File: src/rtl/wbs_mem_arbiter.sv
// Arbitrates a single-port SRAM between a Wishbone host and an engine.
// The grant is combinational; the read-return owner is registered at issue.
module wbs_mem_arbiter #(
  parameter int unsigned DATA_WIDTH   = 55,
  parameter int unsigned ADDR_WIDTH   = 9,
  parameter int unsigned STARVE_LIMIT = 4
) (
  input  logic                  wb_clk_i,
  input  logic                  wb_rst_i,
  input  logic                  arb_mode,
  input  logic                  host_req,
  input  logic                  host_we,
  input  logic [ADDR_WIDTH-1:0] host_addr,
  input  logic [DATA_WIDTH-1:0] host_wdata,
  input  logic                  host_lock,
  output logic                  host_gnt,
  output logic                  host_rvalid,
  output logic [DATA_WIDTH-1:0] host_rdata,
  input  logic                  eng_req,
  input  logic                  eng_we,
  input  logic [ADDR_WIDTH-1:0] eng_addr,
  input  logic [DATA_WIDTH-1:0] eng_wdata,
  output logic                  eng_gnt,
  output logic                  eng_rvalid,
  output logic [DATA_WIDTH-1:0] eng_rdata,
  output logic                  mem_csb0,
  output logic                  mem_web0,
  output logic [ADDR_WIDTH-1:0] mem_addr0,
  output logic [DATA_WIDTH-1:0] mem_din0,
  input  logic [DATA_WIDTH-1:0] mem_dout0
);

  localparam int unsigned CNT_W = $clog2(STARVE_LIMIT + 1);

  typedef enum logic {
    OWN_ENG  = 1'b0,
    OWN_HOST = 1'b1
  } owner_e;

  owner_e           last_owner;
  owner_e           rd_tag;
  logic             rd_pend;
  logic [CNT_W-1:0] starve_cnt;
  logic             lock_active;
  logic             lock_eff;
  logic             starved;
  logic             host_win;

  // Winner selection; a held lock drops out the moment host_lock or host_req falls.
  always_comb begin
    lock_eff = lock_active & host_lock & host_req;
    starved  = (starve_cnt == CNT_W'(STARVE_LIMIT));
    host_win = host_req;
    if (host_req && eng_req) begin
      if (lock_eff)      host_win = 1'b1;
      else if (arb_mode) host_win = ~starved;
      else               host_win = (last_owner == OWN_ENG);
    end
  end

  assign host_gnt = ~wb_rst_i & host_win;
  assign eng_gnt  = ~wb_rst_i & eng_req & ~host_win;

  // SRAM port mux: idle values when nobody is granted.
  always_comb begin
    mem_csb0  = 1'b1;
    mem_web0  = 1'b1;
    mem_addr0 = '0;
    mem_din0  = '0;
    if (host_gnt) begin
      mem_csb0  = 1'b0;
      mem_web0  = ~host_we;
      mem_addr0 = host_addr;
      mem_din0  = host_wdata;
    end else if (eng_gnt) begin
      mem_csb0  = 1'b0;
      mem_web0  = ~eng_we;
      mem_addr0 = eng_addr;
      mem_din0  = eng_wdata;
    end
  end

  always_ff @(posedge wb_clk_i) begin
    if (wb_rst_i) begin
      last_owner  <= OWN_ENG;
      starve_cnt  <= '0;
      lock_active <= 1'b0;
      rd_pend     <= 1'b0;
      rd_tag      <= OWN_ENG;
    end else begin
      if (host_gnt)     last_owner <= OWN_HOST;
      else if (eng_gnt) last_owner <= OWN_ENG;

      if (eng_gnt || !eng_req)        starve_cnt <= '0;
      else if (host_gnt && !starved)  starve_cnt <= starve_cnt + CNT_W'(1);

      if (host_gnt && host_lock)         lock_active <= 1'b1;
      else if (!host_lock || !host_req)  lock_active <= 1'b0;

      rd_pend <= (host_gnt & ~host_we) | (eng_gnt & ~eng_we);
      rd_tag  <= host_gnt ? OWN_HOST : OWN_ENG;
    end
  end

  // Read return lines up with the SRAM's one-cycle output; suppressed during reset.
  assign host_rvalid = ~wb_rst_i & rd_pend & (rd_tag == OWN_HOST);
  assign eng_rvalid  = ~wb_rst_i & rd_pend & (rd_tag == OWN_ENG);
  assign host_rdata  = host_rvalid ? mem_dout0 : '0;
  assign eng_rdata   = eng_rvalid  ? mem_dout0 : '0;

endmodule

File: config.mk
export PLATFORM = sky130hd
export DESIGN_NAME = wbs_mem_arbiter
export DESIGN_NICKNAME = d
export VERILOG_FILES = /design/src/rtl/wbs_mem_arbiter.sv
export SDC_FILE = /design/constraint.sdc
export NUM_CORES = 1
export LEC_CHECK = 0
export CORE_AREA = 5 5 140 142
export CTS_CLUSTER_SIZE = 14
export DETAILED_ROUTE_END_ITERATION = 8
export DIE_AREA = 0 0 145 147
export GPL_TIMING_DRIVEN = 0
export HOLD_SLACK_MARGIN = 0.06
export MAX_ROUTING_LAYER = met4
export PLACE_DENSITY_LB_ADDON = 0.05
export SLEW_MARGIN = 10
export SYNTH_ARGS = -nofsm -noshare
export SYNTH_HDL_FRONTEND = slang
export SYNTH_SLANG_ARGS = --single-unit
File: constraint.sdc
create_clock -name wb_clk_i -period 1.6 [get_ports wb_clk_i]
set_input_delay 0.24 -clock wb_clk_i [delete_from_list [all_inputs] [get_ports wb_clk_i]]
set_output_delay 0.24 -clock wb_clk_i [all_outputs]
set_load 0.01 [all_outputs]
**After elaboration in Yosys (flattened, before gate mapping)**

Index checks and enable logic that the tools add are counted.
Widths: inputs -> output; s select.

- Register bits after elaboration: 7
- Input bits: 191
- Output and inout bits: 180
- Logic and storage cells: 55

- Add/sub/neg operators: 1
- Eq/ne operators: 1
- Multiplexer cells: 18
- Bitwise operators: 18
- Reduce and logical (&&, ||, !) cells: 12

Operators by type and width:

| cell | number |
|---|---|
| $mux 55 | 4 |
| $mux 9 | 2 |
| $mux 1 | 12 |
| $and 1x1->1 | 10 |
| $not 1->1 | 7 |
| $logic_not 1->1 | 4 |
| $reduce_bool 2->1 | 2 |
| $add 3x1->3 const B | 1 |
| $eq 3x3->1 const B | 1 |
| $logic_and 1x1->1 | 3 |
| $logic_or 1x1->1 | 2 |
| $reduce_or 2->1 | 1 |
| $or 1x1->1 | 1 |

**Longest topological paths before layout**

Gate-level depths: netlist of run 1.

- Depth in word-level cells: 9
- Gate-level depth with buffers: 8
- Depth with buffers taken out: 6

**Worst setup path after synthesis of run 1**

Ideal clock, no wire load.

- Kind: register to output
- From: register starve_cnt[0]
- To: output port mem_web0
- Data arrival time: 1,538 ps
- Required time: 1,360 ps
- Path slack: -178 ps
- Cell stages (with the launch flop): 8
- Path buffers: 2
- Cell sequence: dfxtp_1 -> inv_1 -> ha_1 -> a31oi_1 -> o21a_1 -> buf_4 -> buf_4 -> mux2i_1

- Elaborated cells on any way between the ends: 10
- Classes of those cells: eq/ne: 1; mux: 5; bitwise: 4

RTL lines:

| what | line | RTL |
|---|---|---|
| start, declared | 43 | `logic [CNT_W-1:0] starve_cnt;` |
| start signal, assigned | 95 | `else if (host_gnt && !starved) starve_cnt <= starve_cnt + CNT_W'(1);` |
| $eq 3x3->1 | 52 | `starved = (starve_cnt == CNT_W'(STARVE_LIMIT));` |
| $not 1->1 | 56 | `else if (arb_mode) host_win = ~starved;` |
| $mux 1 | 56 |  |
| $mux 1 | 55 | `if (lock_eff) host_win = 1'b1;` |
| $mux 1 | 54 | `if (host_req && eng_req) begin` |
| $and 1x1->1 | 61 | `assign host_gnt = ~wb_rst_i & host_win;` |
| named net host_gnt | 16 | `output logic host_gnt,` |
| $mux 1 | 70 | `if (host_gnt) begin` |
| end, declared | 27 | `output logic mem_web0,` |

The timed path passes the listed nets, and every way through them passes these cells.

**Worst setup path in the final report of run 1**

- From: register starve_cnt[0]
- To: output port mem_din0[17]

- Cells in the longest elaborated chain, start to end: 9
- Elaborated cells on any way between the ends: 10
- Classes of those cells: eq/ne: 1; mux: 5; bitwise: 4

Ends and longest elaborated chain:

| what | line | RTL |
|---|---|---|
| $eq 3x3->1 * | 52 |  |
| $not 1->1 * | 56 |  |
| $mux 1 * | 56 |  |
| $mux 1 * | 55 |  |
| $mux 1 * | 54 |  |
| $not 1->1 | 62 | `assign eng_gnt = ~wb_rst_i & eng_req & ~host_win;` |
| $and 1x1->1 | 62 |  |
| $mux 55 | 75 | `end else if (eng_gnt) begin` |
| $mux 55 * | 70 |  |
| end, declared | 29 | `output logic [DATA_WIDTH-1:0] mem_din0,` |

Mark *: on every way between the ends. The rest lies on a longest branch, timed or not.

==> flow_summary.yaml, run 1 <==
outcome:
  outcome: "finished with violations"
  violations: "negative setup slack"
die:
  die-width_um: 145
  ports_placed_on_the_boundary: 371
  initial_core_util: 0.0975
  design.die.area_um2: 21300
  core_um2: 18300
  die_h_um: 147
  row_count: 50
yosys:
  netlist_top_cells_area: "sky130_fd_sc_hd__and2_1, sky130_fd_sc_hd__a22o_1, sky130_fd_sc_hd__dfxtp_1, sky130_fd_sc_hd__buf_4, sky130_fd_sc_hd__buf_6"
  synth.largest_area_cell: "sky130_fd_sc_hd__and2_1"
  synthesis.nets: 437
  syn-instance-count: 244
  synth_cell_types: 29
  yosys_warning_count: 0
  post-synth-top-area-fraction: 0.385
  synth.avg_cell_area_um2: 7.33
  ys_ff_latch: 7
  netlist_area_um2: 1790
  synth_seq_area_share: 0.0784
min_path:
  hold-path-cell-count: 2
  hold_crit_class: "in -> reg"
  hold_path.startpoint: "wb_rst_i"
  worst_hold_path.endpoint: "last_owner"
critical_path:
  critical_path.startpoint: "starve_cnt[0]"
  timing_worst_setup_path_type: "reg -> out"
  crit_arrival_ps: 2000
  critPathMaxFanout: 5
  worstRegToRegCells: 9
  path_buf_inv: 5
  worst_stage_delay_on_the_critical_path_ps: 330
  slowest_stage: "sky130_fd_sc_hd__dfxtp_2"
  crit_path_end_kind: "primary output"
  crit-reg2reg-launch: "starve_cnt[0]"
  cp-start-kind: "flop"
  regToRegSetupSlack_ps: -130
  r2r-end: "rd_pend"
  worstPathCellList: "inv_2 > ha_4 > nand3_2 > nand3b_1 > and4b_2 > buf_12 > buf_6 > clkbuf_16 > a22o_1 > buf_2"
  critical_path_required_ps: 1360
  timing.critical_path.max_delay_family: "buffers and inverters"
timing:
  timing.final.crit_period_ps: 2240
  setup_slack_ps: -645
  setup-violations-final: 145
  timing.setup.tns_ps: -49230
  timing.hold.ws_ps: 308
  fin_skew_ps: 0.500
  finalCritPeriodShare: 1.40
  timing.max_slew.rel_slack: 0.781
  max_freq_mhz: 445
  finalMaxSlewViolations: 0
  hold_viol: 0
  timing_worst_slew_pin_value_ps: 326
  rsz_0062_raised_after_global_routing: "yes"
global_routing:
  globalRoute.totalOverflow: 0
  grt_pass1_wl_mm: 24.0
  first_global_vias: 4031
  groute.usage.overall: 0.147
  grt_antenna_before_repair: 2
  grt_start_max_net_pins: 11
power_and_ir_drop:
  power.density_cell_area_nw_per_um2: 289
  ir_worst_vdd_v: 0.000277
  static-leakage-power_nw: 3.41
clocking:
  worstSkewPairLatency_ps: 230
  clockBufferDepth: 2
  cts_max_level: 1
  cts.root.buffer_cell: "sky130_fd_sc_hd__clkbuf_16"
  clk_transition_reported_paths_ps: 40
  cts_tree: "yes"
  cts_made_buffers: 3
  cts.hold.buffers_added: 0
  cts.sinks: 7
detailed_routing:
  initialDrtViolationCount: 49
  firstDrtPassIters: 4
  via_count: 3731
  drt_drc_violations_left: 0
  route.detailed.vias_per_inst: 3.96
  detail-route-antenna-nets: 0
  routed_wire_length_per_instance_um: 18.0
  drt-total-wl_mm: 17.0
layout:
  multiInputGateArea_um2: 1740
  sequential_cell_area_um2: 145
  fin_nets: 898
  mostFrequentLayoutCell: "sky130_fd_sc_hd__clkdlybuf4s50_1"
  fillCellCount: 1851
  postLayoutCoreUtil: 0.389
  drive_gt1_frac: 0.553
  syn2layout_area_growth_pct: 299
  commonest_cells_after_routing_fill_and_taps_aside: "sky130_fd_sc_hd__clkdlybuf4s50_1, sky130_fd_sc_hd__buf_6, sky130_fd_sc_hd__and2_4"
place:
  io_buffers: 370
  dp_hpwl_mm: 13.4
  detailedPlace.worstSlack_ps: -1350
  gp_congestion: 0.803
run:
  maxCapViolCount: 0
-- worst max-delay path by stage --
stage                          endpoint  slack [ps]  cells after the start
final                      mem_din0[17]        -640                     10
after global routing       mem_din0[44]        -730                     10
after detailed placement  eng_rdata[26]       -1350                      6
after floorplan            mem_din0[10]           7                      8
after CTS                  mem_din0[44]        -630                     10
after global placement    eng_rdata[26]       -1290                      6
-- metrics by stage --
step	instance area [um2]	std cells	total power (W)
after CTS	6520	937	0.00199
after detailed placement	5850	848	0.00140
after global routing	7140	940	0.00216
after floorplan	1850	244	0.000527
after global placement	5850	848	0.00140
final	7140	941	0.00207
-- layer usage --
layer  global-route usage  part of all wire  vias up
met3               0.0382             0.075       18
met4               0.0348             0.024        0
met2                0.295              0.56      234
met5                    -                 0        -
met1                0.137              0.34     1684
li1                     -                 -     1795
-- where the power goes --
| part | internal [W] | switching [W] |
|---|---|---|
| sequential | 0.000184 | 0.00000491 |
| combinational | 0.000974 | 0.000481 |
| clock | 0.000331 | 0.0000902 |
-- worst register-to-register path, delay by kind of cell (launching register included) --
| family | cells | cell delay (ps) |
|---|---|---|
| flops | 1 | 330 |
| compound gates | 1 | 180 |
| simple gates | 3 | 500 |
| fa+ha+maj | 1 | 170 |
| buf+inv | 4 | 440 |
-- final cells by class --
class / instances / share of cell area
Sequential cell: 7 / 0.0203
Multi-Input combinational cell: 205 / 0.243
Tap cell: 234 / 0.0410
Timing Repair Buffer: 462 / 0.638
Inverter: 5 / 0.00263
Antenna cell: 3 / 0.00105
Clock buffer: 4 / 0.0110
Buffer: 21 / 0.0424
-- sequential cells by signal (all words and copies together) (netlist names) --
register / flops
lock_active: 1
rd_pend: 1
starve_cnt: 3
rd_tag: 1
last_owner: 1
-- what timing repair did --
item                       4_1_cts  5_1_grt
setup endpoints to repair      184      170
buffers inserted                73       25
cloned                          12        2
pin swaps                       30       49
gates resized for setup        879      218
-- cell families after synthesis --
family | synth area share
adder cells (fa/ha/maj) | 0.0140
buffers and inverters | 0.100
AO/OA/AOI/OAI | 0.356
flip-flops | 0.0784
AND/OR/NAND/NOR | 0.441
multiplexers | 0.00560
XOR/XNOR | 0.00490
-- cell usage after synthesis --
library cell,number
sky130_fd_sc_hd__a21o_1,1
sky130_fd_sc_hd__a21oi_1,1
sky130_fd_sc_hd__a22o_1,65
sky130_fd_sc_hd__a31oi_1,1
sky130_fd_sc_hd__and2_1,110
sky130_fd_sc_hd__and3_1,2
sky130_fd_sc_hd__and3b_1,1
sky130_fd_sc_hd__and4b_1,1
sky130_fd_sc_hd__buf_1,2
sky130_fd_sc_hd__buf_2,5
sky130_fd_sc_hd__buf_4,6
sky130_fd_sc_hd__buf_6,4
sky130_fd_sc_hd__clkbuf_1,10
sky130_fd_sc_hd__dfxtp_1,7
sky130_fd_sc_hd__ha_1,2
sky130_fd_sc_hd__inv_1,5
sky130_fd_sc_hd__mux2i_1,1
sky130_fd_sc_hd__nand2_1,5
sky130_fd_sc_hd__nand3_1,2
sky130_fd_sc_hd__nand3b_1,2
sky130_fd_sc_hd__nor2b_1,2
sky130_fd_sc_hd__nor3_1,1
sky130_fd_sc_hd__nor3b_1,1
sky130_fd_sc_hd__o2111a_1,1
sky130_fd_sc_hd__o21a_1,2
sky130_fd_sc_hd__o21ai_0,1
sky130_fd_sc_hd__o21bai_1,1
sky130_fd_sc_hd__o311a_1,1
sky130_fd_sc_hd__xnor2_1,1
Power figures use the tool's default switching activity.
==> run 2: changes to the inputs <==
--- a/config.mk
+++ b/config.mk
@@ -5,6 +5,7 @@
 export SDC_FILE = /design/constraint.sdc
 export NUM_CORES = 1
 export LEC_CHECK = 0
+export ABC_AREA = 1
 export CORE_AREA = 5 5 140 142
 export CTS_CLUSTER_SIZE = 14
 export DETAILED_ROUTE_END_ITERATION = 8
@@ -13,7 +14,6 @@
 export HOLD_SLACK_MARGIN = 0.06
 export MAX_ROUTING_LAYER = met4
 export PLACE_DENSITY_LB_ADDON = 0.05
-export SLEW_MARGIN = 10
 export SYNTH_ARGS = -nofsm -noshare
 export SYNTH_HDL_FRONTEND = slang
 export SYNTH_SLANG_ARGS = --single-unit
==> flow_summary.yaml, run 2 <==
critical_path:
  worst_stage_delay_on_the_critical_path_ps: 320
  slowest_stage: "sky130_fd_sc_hd__dfxtp_2"
  crit_path_end_kind: "primary output"
  timing.critical_path.max_delay_family: "buffers and inverters"
  critPathMostFrequentCell: "sky130_fd_sc_hd__buf_12"
  path_buf_inv: 7
  critical_path_required_ps: 1360
  cp-start-kind: "flop"
  timing.critical_path.depth: 14
  critPathMaxFanout: 7
  worstPathCellList: "inv_2 > ha_4 > nand2_4 > nand2_4 > nand3_4 > buf_12 > nand3_4 > inv_6 > buf_12 > buf_12 > buf_12 > nand2_2 > nand2_2 > buf_6"
  timing_worst_setup_path_type: "reg -> out"
  worstRegToRegCells: 13
  crit_arrival_ps: 1870
timing:
  fin_skew_ps: 0.689
  hold_viol: 0
  setup-violations-final: 119
  setup_slack_ps: -509
  finalMaxSlewViolations: 0
  timing.final.crit_period_ps: 2110
  timing.setup.tns_ps: -42500
  timing.max_slew.rel_slack: 0.816
  rsz_0062_raised_after_global_routing: "yes"
  timing_worst_slew_pin_value_ps: 275
  max_freq_mhz: 474
  finalCritPeriodShare: 1.32
layout:
  largest_register_ff_count: 3
  commonest_cells_after_routing_fill_and_taps_aside: "sky130_fd_sc_hd__clkdlybuf4s50_1, sky130_fd_sc_hd__nand2_1, sky130_fd_sc_hd__buf_6"
  mostFrequentLayoutCell: "sky130_fd_sc_hd__clkdlybuf4s50_1"
  fin_nets: 1061
  syn2layout_area_growth_pct: 292
  drive_gt1_frac: 0.431
  top_register: "starve_cnt"
  fillCellCount: 1920
clocking:
  cts.sinks: 7
  cts_max_level: 1
  clk_transition_reported_paths_ps: 40
  cts_made_buffers: 3
  cts.root.buffer_cell: "sky130_fd_sc_hd__clkbuf_16"
  clockBufferDepth: 2
  cts_tree: "yes"
  cts.hold.buffers_added: 0
  worstSkewPairLatency_ps: 230
yosys:
  async_reset_ff_frac: 0
  synthMostInstantiatedCell: "sky130_fd_sc_hd__nand2_1"
  synth_top_family_by_area: "simple AND/OR/NAND/NOR gates"
  synth_fa_ha_area_frac: 0.0132
  synth_top_cells_by_count: "sky130_fd_sc_hd__nand2_1, sky130_fd_sc_hd__nor2_1, sky130_fd_sc_hd__inv_1"
  synthMuxAreaShare: 0
  netlist_top_cells_area: "sky130_fd_sc_hd__nand2_1, sky130_fd_sc_hd__nor2_1, sky130_fd_sc_hd__inv_1, sky130_fd_sc_hd__dfxtp_1, sky130_fd_sc_hd__buf_6"
  synth_compound_area_frac: 0.0112
  synth_cell_types: 20
  post-synth-top-area-fraction: 0.398
  synth.largest_area_cell: "sky130_fd_sc_hd__nand2_1"
  syn-instance-count: 436
  synthSimpleGateAreaFrac: 0.669
  synthesis.nets: 629
  yosys.area_share.xor_xnor: 0.00462
  netlist_area_um2: 1900
  synth.avg_cell_area_um2: 4.35
  synth_seq_area_share: 0.0739
  yosys_warning_count: 0
  number_of_enable_type_register_cells_in_the_synthesized_netlist: 0
  ys_ff_latch: 7
  synth_flop_cell: "sky130_fd_sc_hd__dfxtp_1"
global_routing:
  grt_antenna_before_repair: 2
  grt_pass1_wl_mm: 24.3
  first_global_vias: 4244
  groute.usage.overall: 0.148
  grt_start_max_net_pins: 11
  globalRoute.totalOverflow: 0
detailed_routing:
  route.detailed.vias_per_inst: 3.78
  via_count: 4171
  firstDrtPassIters: 4
  initialDrtViolationCount: 78
  detail-route-antenna-nets: 0
  top_layer_used: "met4"
  routed-wl-met2_mm: 10.1
  drt_drc_violations_left: 0
  routed_wire_length_per_instance_um: 15.8
  routedLengthMet1_mm: 5.80
  met3WireLength_mm: 1.28
  drt-total-wl_mm: 17.4
outcome:
  outcome: "finished with violations"
  violations: "negative setup slack"
die:
  row_count: 50
  die_h_um: 147
  initial_core_util: 0.103
  die-width_um: 145
  design.die.area_um2: 21300
  ports_placed_on_the_boundary: 371
  core_um2: 18300
power_and_ir_drop:
  power.density_cell_area_nw_per_um2: 291
  fin_total_pwr_w: 0.00216
  ir_worst_vdd_v: 0.000348
  static-leakage-power_nw: 4.54
place:
  gp_congestion: 0.766
  io_buffers: 370
  detailedPlace.worstSlack_ps: -1050
  dp_hpwl_mm: 14.4
run:
  maxCapViolCount: 0
min_path:
  hold-path-cell-count: 2
  hold_crit_class: "in -> reg"
run 2: cell count changes after synthesis, moves of 3 or more:
cell,before,now
sky130_fd_sc_hd__a22o_1,65,0
sky130_fd_sc_hd__and2_1,110,0
sky130_fd_sc_hd__buf_2,5,9
sky130_fd_sc_hd__buf_4,6,0
sky130_fd_sc_hd__buf_6,4,10
sky130_fd_sc_hd__clkbuf_1,10,5
sky130_fd_sc_hd__inv_1,5,64
sky130_fd_sc_hd__inv_2,0,3
sky130_fd_sc_hd__nand2_1,5,201
sky130_fd_sc_hd__nand2_2,0,3
sky130_fd_sc_hd__nor2_1,0,119
run 2: worst paths after layout:
path            startpoint      endpoint  slack, ps
min               wb_rst_i    last_owner        280
max          starve_cnt[1]  mem_din0[22]       -510
max reg2reg  starve_cnt[1]   lock_active         10
min reg2reg     last_owner    last_owner        480
run 2: per-layer routing:
| metal | GRT usage | vias to the layer above |
|---|---|---|
| li1 | - | 2104 |
| met3 | 0.0361 | 10 |
| met4 | 0.0278 | 0 |
| met2 | 0.299 | 228 |
| met1 | 0.140 | 1829 |
| met5 | - | - |
run 2: where the power goes:
group | internal (W) | switching [W] | total (W) | leakage (nW)
logic | 0.000933 | 0.000611 | 0.00154 | 4.44
clock network | 0.000332 | 0.0000965 | 0.000428 | 0.0382
registers | 0.000183 | 0.00000644 | 0.000190 | 0.0593
run 2: worst reg2reg max path: stages (launching register included):
cell and delay (ps):
sky130_fd_sc_hd__dfxtp_2 320, sky130_fd_sc_hd__inv_2 70, sky130_fd_sc_hd__ha_4 130, sky130_fd_sc_hd__nand2_4 50, sky130_fd_sc_hd__nand2_4 60, sky130_fd_sc_hd__nand3_4 80
sky130_fd_sc_hd__buf_12 140, sky130_fd_sc_hd__nand3_4 100, sky130_fd_sc_hd__inv_6 50, sky130_fd_sc_hd__buf_4 130, sky130_fd_sc_hd__buf_8 140, sky130_fd_sc_hd__buf_4 130
sky130_fd_sc_hd__nand2_1 50, sky130_fd_sc_hd__inv_1 30
run 2: final cells by class:
cell class / count / area [um2] / area share
Sequential cell: 7 / 148 / 0.0198
Multi-Input combinational cell: 337 / 1990 / 0.267
Clock buffer: 4 / 78.8 / 0.0106
Tap cell: 234 / 293 / 0.0394
Buffer: 22 / 305 / 0.0410
Inverter: 67 / 267 / 0.0358
Antenna cell: 2 / 5.00 / 0.000673
Timing Repair Buffer: 430 / 4350 / 0.585
run 2: what timing repair did:
action,4_1_cts,5_1_grt
pin swaps,9,14
endpoints found under the hold margin,0,0
setup endpoints to repair,180,180
setup buffers,21,30
gates resized for setup,537,383
gates cloned,5,6
run 2: per-stage QoR:
stage | area, um2 | util | hold WS (ps) | instances
final | 7440 | 0.406 | 282 | 1103
after global routing | 7440 | 0.406 | 309 | 1103
after CTS | 6660 | 0.363 | 444 | 1070
after detailed placement | 5970 | 0.326 | 473 | 1040
after global placement | 5970 | 0.326 | 468 | 1040
after floorplan | 1970 | - | 309 | 436
run 2: kinds of logic (layout without fill, tap and decap cells):
logic type                 after synthesis  after routing
AOI/OAI and AO/OA                        4              4
DFF                                      7              7
adders and majority gates                2              2
xor gates and xnor gates                 1              1
other                                    0              2
buffers and inverters                   92            523
and+or+nand+nor                        330            330
